### src/rtl/sram_arb_pkg.sv
// Shared defaults for the single-port SRAM read/write arbiter.
package sram_arb_pkg;
    localparam int ARB_ADDR_W   = 9;
    localparam int ARB_DATA_W   = 64;
    localparam int ARB_WAIT_MAX = 4;
    localparam int WAIT_CNT_W   = 4;
endpackage

### src/rtl/sram_arb_wait_ctr.sv
// Saturating count of cycles a pending write has lost arbitration to reads.
module sram_arb_wait_ctr
    import sram_arb_pkg::*;
#(
    parameter int WIDTH = WAIT_CNT_W,
    parameter int MAX   = ARB_WAIT_MAX
) (
    input  logic clock,
    input  logic reset,
    input  logic inc,
    input  logic clr,
    output logic at_max
);
    localparam logic [WIDTH-1:0] MAX_V = WIDTH'(MAX);

    logic [WIDTH-1:0] count_reg;

    always_ff @(posedge clock or posedge reset) begin
        if (reset) begin
            count_reg <= '0;
        end else if (clr) begin
            count_reg <= '0;
        end else if (inc && !at_max) begin
            count_reg <= count_reg + 1'b1;
        end
    end

    assign at_max = (count_reg >= MAX_V);
endmodule

### src/rtl/sram_1rw_arbiter.sv
// Read-priority arbiter for one RW SRAM port; a starved write wins after WAIT_MAX lost cycles.
module sram_1rw_arbiter
    import sram_arb_pkg::*;
#(
    parameter int ADDR_W   = ARB_ADDR_W,
    parameter int DATA_W   = ARB_DATA_W,
    parameter int WAIT_MAX = ARB_WAIT_MAX
) (
    input  logic              clock,
    input  logic              reset,
    input  logic              rd_req_valid,
    output logic              rd_req_ready,
    input  logic [ADDR_W-1:0] rd_req_addr,
    output logic              rd_resp_valid,
    output logic [DATA_W-1:0] rd_resp_data,
    input  logic              wr_req_valid,
    output logic              wr_req_ready,
    input  logic [ADDR_W-1:0] wr_req_addr,
    input  logic [DATA_W-1:0] wr_req_data,
    output logic              mem_en,
    output logic              mem_wmode,
    output logic [ADDR_W-1:0] mem_addr,
    output logic [DATA_W-1:0] mem_wdata,
    input  logic [DATA_W-1:0] mem_rdata
);
    logic              at_max;
    logic              rd_grant;
    logic              wr_grant;
    logic              wait_inc;
    logic              resp_valid_reg;
    logic [DATA_W-1:0] hold_reg;

    // Grants are suppressed while reset is held so no SRAM access leaks out.
    assign rd_grant = !reset && rd_req_valid && !at_max;
    assign wr_grant = !reset && !rd_grant && wr_req_valid;
    assign wait_inc = wr_req_valid && !wr_grant;

    sram_arb_wait_ctr #(
        .WIDTH (WAIT_CNT_W),
        .MAX   (WAIT_MAX)
    ) u_wait_ctr (
        .clock  (clock),
        .reset  (reset),
        .inc    (wait_inc),
        .clr    (!wait_inc),
        .at_max (at_max)
    );

    assign rd_req_ready = rd_grant;
    assign wr_req_ready = wr_grant;

    always_comb begin
        mem_en    = 1'b0;
        mem_wmode = 1'b0;
        mem_addr  = '0;
        mem_wdata = '0;
        if (rd_grant) begin
            mem_en   = 1'b1;
            mem_addr = rd_req_addr;
        end else if (wr_grant) begin
            mem_en    = 1'b1;
            mem_wmode = 1'b1;
            mem_addr  = wr_req_addr;
            mem_wdata = wr_req_data;
        end
    end

    always_ff @(posedge clock or posedge reset) begin
        if (reset) begin
            resp_valid_reg <= 1'b0;
            hold_reg       <= '0;
        end else begin
            resp_valid_reg <= rd_grant;
            if (resp_valid_reg) begin
                hold_reg <= mem_rdata;
            end
        end
    end

    assign rd_resp_valid = resp_valid_reg;
    assign rd_resp_data  = resp_valid_reg ? mem_rdata : hold_reg;
endmodule

### config.mk
export PLATFORM = sky130hd
export DESIGN_NAME = sram_1rw_arbiter
export DESIGN_NICKNAME = d
export VERILOG_FILES = /design/src/rtl/sram_arb_pkg.sv /design/src/rtl/sram_arb_wait_ctr.sv /design/src/rtl/sram_1rw_arbiter.sv
export SDC_FILE = /design/constraint.sdc
export NUM_CORES = 1
export LEC_CHECK = 0
export CAP_MARGIN = 15
export CELL_PAD_IN_SITES_DETAIL_PLACEMENT = 1
export CELL_PAD_IN_SITES_GLOBAL_PLACEMENT = 2
export CORE_UTILIZATION = 16
export DETAILED_ROUTE_END_ITERATION = 8
export PLACE_DENSITY_LB_ADDON = 0.1
export SKIP_LAST_GASP = 1
export SYNTH_ARGS = -nofsm -noshare
export SYNTH_HDL_FRONTEND = slang
export SYNTH_SLANG_ARGS = --single-unit
### constraint.sdc
create_clock -name clock -period 1.93 [get_ports clock]
set_input_delay 0.193 -clock clock [delete_from_list [all_inputs] [get_ports clock]]
set_output_delay 0.193 -clock clock [all_outputs]
set_load 0.02 [all_outputs]
# Word-level counts from Yosys, hierarchy flattened
# Index checks and enable logic that the tools add are counted.
# W data, S select, Z words.
word_totals:
  in_bits: 150
  register_bits: 69
  wordCells: 26
op_classes:
  n_lt_le_gt_ge: 1
  eq_ne: 1
  addsub: 1
  n_mux: 10
  reduce_logical: 10
ops:
  columns: ["operator", "n"]
  rows:
  - ["$mux W64", 3]
  - ["$mux W9", 2]
  - ["$mux W4", 2]
  - ["$logic_and A1 B1 Y1", 6]
  - ["$add A4 B1 Y4 const B", 1]
  - ["$ge A4 B3 Y1 const B", 1]
  - ["$logic_not A1 Y1", 4]
  - ["$mux W1", 3]
  - ["$ne A2 B2 Y1 const B", 1]

# Depth between registers and ports, before layout
# Gate-level depths: netlist (run 1).
logic_depth:
  ltp_word: 11
  ltp_mapped: 5
  mapped_depth_nobuf: 3

# Cells and area by module
# Synthesis (run 1) repeated with hierarchy kept, for this count alone.
unflattened:
  cells_unflattened: 266
  area_unflattened_um2: 3281.9
modules_own_cells:
  columns: ["module", "seq_area_each_um2", "cells_per_inst", "instances", "area_per_inst_um2"]
  rows:
  - ["sram_1rw_arbiter", 1626.6, 248, 1, 3074.2]
  - ["sram_arb_wait_ctr", 100.1, 18, 1, 207.7]

# Least setup slack after synthesis (run 1)
# OpenSTA, ideal clock, no wires.
synth_path:
  path_kind: "reg-to-output"
  from: "register u_wait_ctr.count_reg[3]"
  to: "output port mem_wdata[21]"
  required_ns: 1.737
  arrival_time_ns: 1.425
  path_slack_ns: 0.312
  stages_incl_launch_ff: 6
  n_path_buf: 3
  path_cell_list: "dfrtp_1 > buf_2 > nor3b_2 > buf_4 > buf_2 > nor3b_1"
synth_via:
  elab_chain_len: 8
synth_rtl:
  columns: ["element", "line", "source"]
  rows:
  - ["start, declared", "sram_arb_wait_ctr.sv:16", "logic [WIDTH-1:0] count_reg;"]
  - ["start signal, assigned", "sram_arb_wait_ctr.sv:24", "count_reg <= count_reg + 1'b1;"]
  - ["$ge A4 B3 Y1 (*)", "sram_arb_wait_ctr.sv:28", "assign at_max = (count_reg >= MAX_V);"]
  - ["$logic_not A1 Y1 (*)", "sram_1rw_arbiter.sv:34", "assign rd_grant = !reset && rd_req_valid && !at_max;"]
  - ["$logic_and A1 B1 Y1 (*)", "sram_1rw_arbiter.sv:34", null]
  - ["$logic_not A1 Y1", "sram_1rw_arbiter.sv:35", "assign wr_grant = !reset && !rd_grant && wr_req_valid;"]
  - ["$logic_and A1 B1 Y1 (2 in a row)", "sram_1rw_arbiter.sv:35", null]
  - ["$mux W64", "sram_1rw_arbiter.sv:60", "end else if (wr_grant) begin"]
  - ["$mux W64 (*)", "sram_1rw_arbiter.sv:57", "if (rd_grant) begin"]
  - ["end, declared", "sram_1rw_arbiter.sv:23", "output logic [DATA_W-1:0] mem_wdata,"]
# Every way passes the cells marked *; elsewhere a longest branch is shown, timed or not.

# Final worst setup path (run 1)
layout_path:
  from: "register u_wait_ctr.count_reg[3]"
  to: "output port mem_addr[3]"
layout_via:
  elab_chain_len: 8
layout_rtl:
  columns: ["element", "line", "source"]
  rows:
  - ["$ge A4 B3 Y1 (*)", "sram_arb_wait_ctr.sv:28", null]
  - ["$logic_not A1 Y1 (*)", "sram_1rw_arbiter.sv:34", null]
  - ["$logic_and A1 B1 Y1 (*)", "sram_1rw_arbiter.sv:34", null]
  - ["$logic_not A1 Y1", "sram_1rw_arbiter.sv:35", null]
  - ["$logic_and A1 B1 Y1 (2 in a row)", "sram_1rw_arbiter.sv:35", null]
  - ["$mux W9", "sram_1rw_arbiter.sv:60", null]
  - ["$mux W9 (*)", "sram_1rw_arbiter.sv:57", null]
  - ["end, declared", "sram_1rw_arbiter.sv:22", "output logic [ADDR_W-1:0] mem_addr,"]
# Marks and branches as above.

==> summary.md, run 1 <==
| Metric | Value |
|---|---|
| Status | `finished, violations left` |
| Failing checks | `setup timing` |
| Final Skew | `0.00433 ns` |
| P_sw | `1.57 mW` |
| Worst VDD drop | `0.358 mV` |
| Primary FF master, synth | `dfrtp_1` |
| Worst EP required | `1.74 ns` |
| Cell taking the most area after synthesis | `dfrtp_1` |
| Die Area | `0.0222 mm²` |
| Startpoint Class | `flip-flop` |
| Crit path arrival time | `1.87 ns` |
| GRT Overall Usage | `13.4%` |
| P&R area growth vs syn | `114%` |
| Worst R2R Path Depth | `4` |
| Min Hold Slack | `0.0475 ns` |
| Fmax | `485 MHz` |
| Io pins | `292` |
| Sw Ratio | `29.0%` |
| Synth Instances | `271` |
| DRT Pass-1 Iters | `4` |
| Seq pwr share | `31.9%` |
| Final hold vios | `0` |
| Share of total power in the clock network | `35.0%` |
| Post-route ant nets | `0` |
| Clock Path Buffers | `2` |
| Vias after detailed routing | `3448` |
| RSZ-0062 raised after global routing | `true` |
| GRT overflow | `0` |
| Critical path class | `flip-flop to primary output` |
| Fillers | `2349` |
| DR iter-0 viols | `42` |
| Multi-input logic area | `0.00178 mm²` |
| Final HPWL DP | `11200 µm` |
| Final setup viols | `34` |
| Storage element area | `0.00173 mm²` |
| Delay-heaviest family, CP | `simple AND/OR/NAND/NOR gates` |
| Critical path depth | `3` |
| Pins Over Slew Limit | `0` |
| Synth cell types | `24` |
| Yosys top cell area share | `50.0%` |
| Min Clock Period, post-route | `2.06 ns` |
| Seq/Total Area, Yosys | `50.0%` |
| Final period util | `107%` |
| Fin nets | `741` |
| WL/cell | `18.0 µm` |
| Core Region | `0.0211 mm²` |
| H-tree depth | `3` |
| MaxCap Viol Count | `0` |
| Slowest CP cell | `or4b_4` |
| CTS tree | `yes` |
| Setup ws final | `-0.130 ns` |
| CP peak stage delay | `0.63 ns` |
| Row cnt | `53` |
| Die X | `149 µm` |
| First-pass GRT wire length | `22200 µm` |
| Yosys reg bits | `69` |
| Post-synth ARST share | `100%` |
| Routed WL | `15600 µm` |
| WP buf/inv | `1` |
| Crit-path max FO | `6` |
| Post-layout util | `35.0%` |
| Clk_lat worst skew | `0.34 ns` |
| Residual DRC | `0` |
| Largest cells by area after synthesis | `dfrtp_1, mux2_2, nor3b_1, o32ai_2, buf_2` |
| CTS clk-pin slew, worst paths | `0.06 ns` |
| Layout cells sized above 1 | `50.3%` |
| Ys Warns | `0` |
| Leakage | `3.22 nW` |
| Cts bufs inserted | `9` |
| Gpl congestion | `0.715` |
| Clk root buf | `clkbuf_16` |
| Slew @ Worst Pin | `0.354 ns` |
| Gate power share | `33.1%` |
| Input/output buffers | `291` |
| Vert. Die Dim | `149 µm` |
| Initial antenna violation count | `0` |
| Largest net degree at the start of global routing | `54` |
| CTS Sinks | `69` |
| Synthesized area per cell | `12.7 µm²` |
| Diodes inserted | `0` |
| PwrDens | `731 mW/mm²` |
| Crit. End Element | `primary output` |
| Internal power | `3.84 mW` |
| Mapped cell area | `0.00345 mm²` |
| Max FFs per register | `64` |
| Starting Density | `16.4%` |
| Cell chain of the critical path | `or4b_4 -> o32ai_2 -> clkdlybuf4s15_2` |
| Syn Nets | `422` |
| Vias in the first global route | `3716` |
| Via density | `3.97` |
| HP Class | `input pin to asynchronous set/reset pin` |
| Number of synthesized flops with an enable pin | `0` |
| Headroom to the max-slew limit | `76.4%` |
## cells by family (layout without fill, tap and decap cells)
logic type	after synthesis	count (layout)	share of synthesized area [%]
and+or+nand+nor	76	77	16.7
DFF	69	69	50.0
muxes	64	64	20.9
buffers and inverters	46	368	6.19
AOI/OAI and AO/OA	15	15	5.90
adders and majority gates	1	1	0.362
## through the flow
stage	instances	total power [mW]	setup TNS, ns	setup WS [ns]	cell area (µm²)
CTS	859	5.42	-5.92	-0.189	7010
detailed placement	827	3.60	-27.05	-0.434	6760
finish	869	5.40	-1.45	-0.130	7390
floorplan	271	2.59	0	0.312	3460
global placement	827	3.56	-25.50	-0.422	6760
global route	869	5.69	-5.75	-0.205	7390
## worst register-to-register path: stages (launching register included)
cell and delay [ns]:
dfrtp_1 0.43, buf_6 0.14, buf_4 0.15, o211a_1 0.22, o31a_1 0.29
## layout make-up
| type | count | share of cell area, % |
|---|---|---|
| multi-input combinational | 157 | 24.1 |
| sequential | 69 | 23.4 |
| clock inverter | 6 | 1.52 |
| timing repair buffer | 333 | 42.3 |
| inverter | 20 | 1.07 |
| clock buffer | 9 | 3.05 |
| tap | 275 | 4.66 |
## power by group through the flow
stage | logic, mW | clock network (mW) | registers, mW
floorplan | 0.857 | 0 | 1.73
global placement | 1.82 | 0 | 1.74
detailed placement | 1.84 | 0 | 1.76
CTS | 1.71 | 1.98 | 1.73
global route | 1.91 | 2.03 | 1.75
finish | 1.79 | 1.89 | 1.72
## synthesized netlist by cell type (2+ instances only)
library cell	instances
nor2b_1	2
buf_2	18
mux2_2	64
clkbuf_1	5
inv_1	20
buf_6	2
nor2_1	2
o31a_1	2
o32ai_2	7
nor3b_1	64
nor4b_1	2
dfrtp_1	69
nor4bb_1	2
o211a_1	2
## worst paths after layout
kind / startpoint / to / slack, ns
worst max register to register: u_wait_ctr.count_reg[2] / u_wait_ctr.count_reg[0] / 0.58
worst min register to register: hold_reg[43] / hold_reg[43] / 0.49
min in group clock: reset / u_wait_ctr.count_reg[3] / 0.40
max in group asynchronous: reset / hold_reg[10] / 1.38
worst min-delay path: reset / hold_reg[44] / 0.05
worst max-delay path: u_wait_ctr.count_reg[3] / mem_addr[3] / -0.13
## what timing repair did
item                       4_1_cts  5_1_grt
hold buffers                     0        0
cloned                           5        6
hold endpoints to repair         0        0
setup endpoints to repair      141      102
gates resized for setup        470      224
setup buffers                   12        6
pin swaps                        2        6
## cells in the final DEF, fill, tap and decap left out, drive strengths merged, types with 3 or more instances in the layout
cell type,Yosys,final
buf,21,140
clkbuf,5,31
clkinv,0,3
clkdlybuf4s50,0,148
dfrtp,69,69
inv,20,19
o32ai,9,9
dlygate4sd2,0,4
nor3b,65,65
clkdlybuf4s15,0,17
bufinv,0,3
mux2,64,64
## per-layer routing
metal / vias to the layer above / part of all wire, % / track usage (%)
met3: 8 / 5.8 / 3.85
met5: - / 0 / 0
met2: 131 / 55 / 25.0
met1: 1708 / 39 / 14.9
li1: 1601 / - / -
met4: 0 / 0.79 / 3.21
(Power assumes the default switching activity.)
==> run 2: changes to the inputs <==
--- a/config.mk
+++ b/config.mk
@@ -9,9 +9,11 @@
 export CELL_PAD_IN_SITES_DETAIL_PLACEMENT = 1
 export CELL_PAD_IN_SITES_GLOBAL_PLACEMENT = 2
 export CORE_UTILIZATION = 16
+export CTS_CLUSTER_SIZE = 20
 export DETAILED_ROUTE_END_ITERATION = 8
 export PLACE_DENSITY_LB_ADDON = 0.1
 export SKIP_LAST_GASP = 1
+export SLEW_MARGIN = 20
 export SYNTH_ARGS = -nofsm -noshare
 export SYNTH_HDL_FRONTEND = slang
 export SYNTH_SLANG_ARGS = --single-unit
==> results of run 2 <==
No change in the layout: final DEF, timing and power equal those of run 1.
